## src/rtl/countdown_timer.sv

```systemverilog
// BCD mm:ss countdown timer stepped by rising edges of a synchronized 1 Hz square wave.
// Count and flags are registered; a tick lands 3 cycles after sec_clk rises; no backpressure.
module countdown_timer #(
  parameter int SYNC_STAGES = 2
) (
  input  logic       clkin,
  input  logic       clr_n,
  input  logic       sec_clk,
  input  logic       load,
  input  logic [7:0] preset_min,
  input  logic [7:0] preset_sec,
  input  logic       start,
  input  logic       pause,
  output logic [7:0] min_bcd,
  output logic [7:0] sec_bcd,
  output logic       running,
  output logic       expired,
  output logic       done
);

  typedef enum logic [1:0] {S_IDLE, S_RUN, S_PAUSED, S_DONE} state_t;

  state_t                 state, state_nxt;
  logic [SYNC_STAGES-1:0] sync_q;
  logic                   prev_q;
  logic                   tick;
  logic [7:0]             min_nxt, sec_nxt;
  logic                   expired_nxt;
  logic                   preset_ok;
  logic                   count_nz;

  function automatic logic [7:0] bcd_dec(input logic [7:0] v);
    if (v[3:0] == 4'd0) return {v[7:4] - 4'd1, 4'd9};
    else                return {v[7:4], v[3:0] - 4'd1};
  endfunction

  function automatic logic bcd_ok(input logic [7:0] v, input logic [3:0] max_tens);
    return (v[3:0] <= 4'd9) && (v[7:4] <= max_tens);
  endfunction

  always_ff @(posedge clkin) begin
    if (!clr_n) begin
      sync_q <= '0;
      prev_q <= 1'b0;
    end else begin
      sync_q <= {sync_q[SYNC_STAGES-2:0], sec_clk};
      prev_q <= sync_q[SYNC_STAGES-1];
    end
  end

  assign tick      = sync_q[SYNC_STAGES-1] & ~prev_q;
  assign preset_ok = bcd_ok(preset_min, 4'd9) && bcd_ok(preset_sec, 4'd5);
  assign count_nz  = ({min_bcd, sec_bcd} != 16'h0000);

  // A control action in a cycle consumes that cycle's tick; a rejected preset acts as no load.
  always_comb begin
    state_nxt   = state;
    min_nxt     = min_bcd;
    sec_nxt     = sec_bcd;
    expired_nxt = 1'b0;
    if (load && preset_ok) begin
      state_nxt = S_IDLE;
      min_nxt   = preset_min;
      sec_nxt   = preset_sec;
    end else if (start && !pause && (state == S_IDLE || state == S_PAUSED)) begin
      if (state == S_PAUSED || count_nz) state_nxt = S_RUN;
    end else if (pause && !start && state == S_RUN) begin
      state_nxt = S_PAUSED;
    end else if (tick && state == S_RUN) begin
      if (sec_bcd != 8'h00) begin
        sec_nxt = bcd_dec(sec_bcd);
      end else begin
        sec_nxt = 8'h59;
        min_nxt = bcd_dec(min_bcd);
      end
      if ({min_nxt, sec_nxt} == 16'h0000) begin
        state_nxt   = S_DONE;
        expired_nxt = 1'b1;
      end
    end
  end

  always_ff @(posedge clkin) begin
    if (!clr_n) begin
      state   <= S_IDLE;
      min_bcd <= 8'h00;
      sec_bcd <= 8'h00;
      running <= 1'b0;
      expired <= 1'b0;
      done    <= 1'b0;
    end else begin
      state   <= state_nxt;
      min_bcd <= min_nxt;
      sec_bcd <= sec_nxt;
      running <= (state_nxt == S_RUN);
      expired <= expired_nxt;
      done    <= (state_nxt == S_DONE);
    end
  end

endmodule

```

## config.mk

```make
export PLATFORM = sky130hd
export DESIGN_NAME = countdown_timer
export DESIGN_NICKNAME = d
export VERILOG_FILES = /design/src/rtl/countdown_timer.sv
export SDC_FILE = /design/constraint.sdc
export NUM_CORES = 1
export LEC_CHECK = 0
export CAP_MARGIN = 0
export CORE_MARGIN = 4
export CORE_UTILIZATION = 42
export CTS_CLUSTER_DIAMETER = 50
export CTS_CLUSTER_SIZE = 30
export DETAILED_ROUTE_END_ITERATION = 16
export PLACE_DENSITY = 0.84
export SLEW_MARGIN = 20
export SYNTH_ARGS = -nofsm -noshare
export SYNTH_HDL_FRONTEND = slang
export SYNTH_SLANG_ARGS = --single-unit
```

## constraint.sdc

```tcl
create_clock -name clkin -period 1.8 [get_ports clkin]
set_clock_uncertainty 0.2 [all_clocks]
set_input_delay 0.45 -clock clkin [delete_from_list [all_inputs] [get_ports clkin]]
set_output_delay 0.45 -clock clkin [all_outputs]
set_load 0.01 [all_outputs]
```

==> flow_summary.yaml <==
yosys:
  ys_seq_area_frac: 0.358
  synth_area_sq_um: 1340
  syn_nets: 187
  synth_top_area_cell: "dfxtp_1"
  ys_top_cells_by_area: "dfxtp_1, o21ai_0, a21oi_1, nor2_1, nand4_1"
  yosysWarnings: 0
  synth_edf_count: 0
  async_reset_ff_frac: 0
  synth.distinct_cells: 43
  ys.flop_type: "dfxtp_1"
  syn-instance-count: 162
  ys_seq_elements: 24
  avgSynthCellArea_sq_um: 8.29
  synth.top_cell.area_share: 0.358
sta:
  finalHoldViolations: 0
  timing.fmax_ghz: 0.519
  slew-limit-headroom: 0.705
  fin_crit_sh: 1.07
  setup_viol: 13
  whs_ps: 253
  finalWorstSetupSlack_ps: -127
  tns_ps: -980
  layout_min_cycle_time_ps: 1930
  rsz0062_at_grt: "yes"
  tightest_slew_ps: 441
  drv_slew: 0
setup_path:
  path_class: "flop to flop"
  rr_startpoint: "sec_bcd[5]"
  arrival_ps: 1940
  ff2ff_setup_slack_ps: -130
  r2r_end: "min_bcd[4]"
  worstSetupStartpointType: "flop"
  cp.required_ps: 1820
  worstSetupEndpointType: "flop"
  path_max_fanout: 7
  worst-r2r-cell-count: 8
clocking:
  clkSinkCount: 24
  postCtsHoldBufs: 0
  htreeDepth: 1
  cts-buffers-inserted: 3
  clkTransAtPathRegs_ps: 130
  cts_buffer_depth: 2
  tritoncts: "yes"
  root_buffer: "clkbuf_4"
  worstSkewPairLatency_ps: 310
power:
  total_power_mw: 1.23
  leakage_nw: 1.00
  powerDensity_nw_per_um2: 530
  vdd_drop_max_uv: 351
min_path:
  whs_path_depth: 1
  hold_end: "sync_q[1]"
  holdCritStartpoint: "sync_q[0]"
  hp-class: "flop to flop"
global_route:
  antenna_found_initial: 0
  grt_overflow: 0
  grt_max_degree: 14
  grt_pass1_vias: 1488
  grt_pass1_wl_um: 6670
  grt_usage: 0.202
drt:
  wl_um: 4350
  dr.pass1.iters: 4
  via_per_inst: 5.47
  routed-via-count: 1576
  routedWlPerCell_um: 15.1
  drcViolationCount: 0
  antenna_left: 0
  drt_first_iter_violations: 61
die:
  pin_count: 41
  die_height_um: 64.5
  die_x_um: 64.5
  num_rows: 20
  core-area_sq_um: 3050
  start_util: 0.440
  die_area_sq_um: 4160
cells_and_area:
  nets: 270
  fin_util: 0.758
  area_growth_pct: 72.3
  n_antenna_cell: 0
  final_layout_size_suffix_gt1_frac: 0.385
  final_cells: 288
place:
  hpwl_um: 3020
  io_buffers: 40
  dp_cells: 274
  gp_congestion: 0.815
run_status:
  status: "complete, but fails checks"
  violations: "setup timing"
job:
  drv_cap: 0
## Yosys cell counts, types with 5 or more instances
library cell / number
dfxtp_1: 24
o21ai_0: 17
nand4_1: 7
inv_1: 9
a21oi_1: 10
nand2_1: 8
nor2_1: 13
xor2_1: 5
nor3_1: 6
## where the power goes
| group | switching [mW] | internal [mW] |
|---|---|---|
| sequential | 0.0208 | 0.552 |
| clock | 0.160 | 0.124 |
| combinational | 0.158 | 0.212 |
| total | 0.339 | 0.887 |
## critical path, stage by stage (launching register included)
cell and delay (ps):
dfxtp_4 370, inv_4 50, ha_4 130, nor4b_4 230, and3b_2 340, buf_4 140, and3_4 190, xnor2_2 100
a21oi_1 70
## registers in the layout (all words and copies together) (netlist names)
register,cells
min_bcd,8
sec_bcd,8
expired,1
running,1
prev_q,1
sync_q,2
done,1
state,2
## placed cells by master, fill, tap and decap left out, types with 2 or more instances in the layout
cell	synthesis	final
and2_1	3	3
nor4b_1	3	2
a31oi_1	4	3
mux2i_1	4	4
clkdlybuf4s15_1	0	4
nor3_1	6	4
nand3_2	1	2
o21ai_0	17	14
dfxtp_2	0	18
o21ai_1	0	3
or3_4	1	2
nor2_1	13	12
nand3_1	4	3
a21oi_1	10	9
nand2_1	8	8
nand2b_1	3	3
nand4_1	7	7
nor2b_1	4	3
xor2_1	5	5
buf_6	0	5
buf_4	2	38
dfxtp_4	0	2
clkdlybuf4s50_1	0	16
dfxtp_1	24	4
ha_1	3	2
dlygate4sd2_1	0	17
dlymetal6s2s_1	0	3
clkbuf_4	0	3
inv_1	9	7
nand4b_1	2	2
## metrics by stage
step	setup slack [ps]	instance area (sq um)
2_1_floorplan	-39.7	1390
3_3_place_gp	-492	2080
6_report	-127	2310
4_1_cts	-108	2210
5_1_grt	-216	2310
3_5_place_dp	-556	2080
## kinds of logic after synthesis
| family | after synthesis | synth area share |
|---|---|---|
| adder cells (fa/ha/maj) | 3 | 0.0280 |
| XOR/XNOR | 7 | 0.0457 |
| multiplexers | 4 | 0.0298 |
| AND/OR/NAND/NOR | 69 | 0.318 |
| flip-flops | 24 | 0.358 |
| buffers and inverters | 16 | 0.0512 |
| AO/OA/AOI/OAI | 39 | 0.170 |
## final cells by class
cell class                      count  area (sq um)
Multi-Input combinational cell    122           931
Timing Repair Buffer               85           744
Fill cell                         234           739
Sequential cell                    24           510
Tap cell                           44          55.1
Clock buffer                        4          36.3
Inverter                            9          36.3
## worst max path at each step
| stage | depth (start not counted) | slack [ps] | startpoint | endpoint |
|---|---|---|---|---|
| after floorplan | 5 | -40 | sync_q[1] | sec_bcd[7] |
| after global placement | 5 | -490 | start | sec_bcd[2] |
| after detailed placement | 5 | -560 | start | sec_bcd[1] |
| after CTS | 4 | -110 | prev_q | sec_bcd[1] |
| after global routing | 7 | -220 | sec_bcd[1] | expired |
| final | 8 | -130 | sec_bcd[5] | min_bcd[4] |
## what timing repair did
item                       4_1_cts  5_1_grt
cloned                           1        1
buffers inserted                 3        5
resized for setup               55       17
pin swaps                       16        9
setup endpoints to repair       40       23
## metal layers
layer	vias to the layer above	wire (um)	GRT usage
met1	750	1870	0.251
met5	-	0	0
met4	0	58	0.0528
met3	10	239	0.0208
li1	756	-	-
met2	60	2180	0.371
No activity file was read; power rests on OpenSTA's default activity.
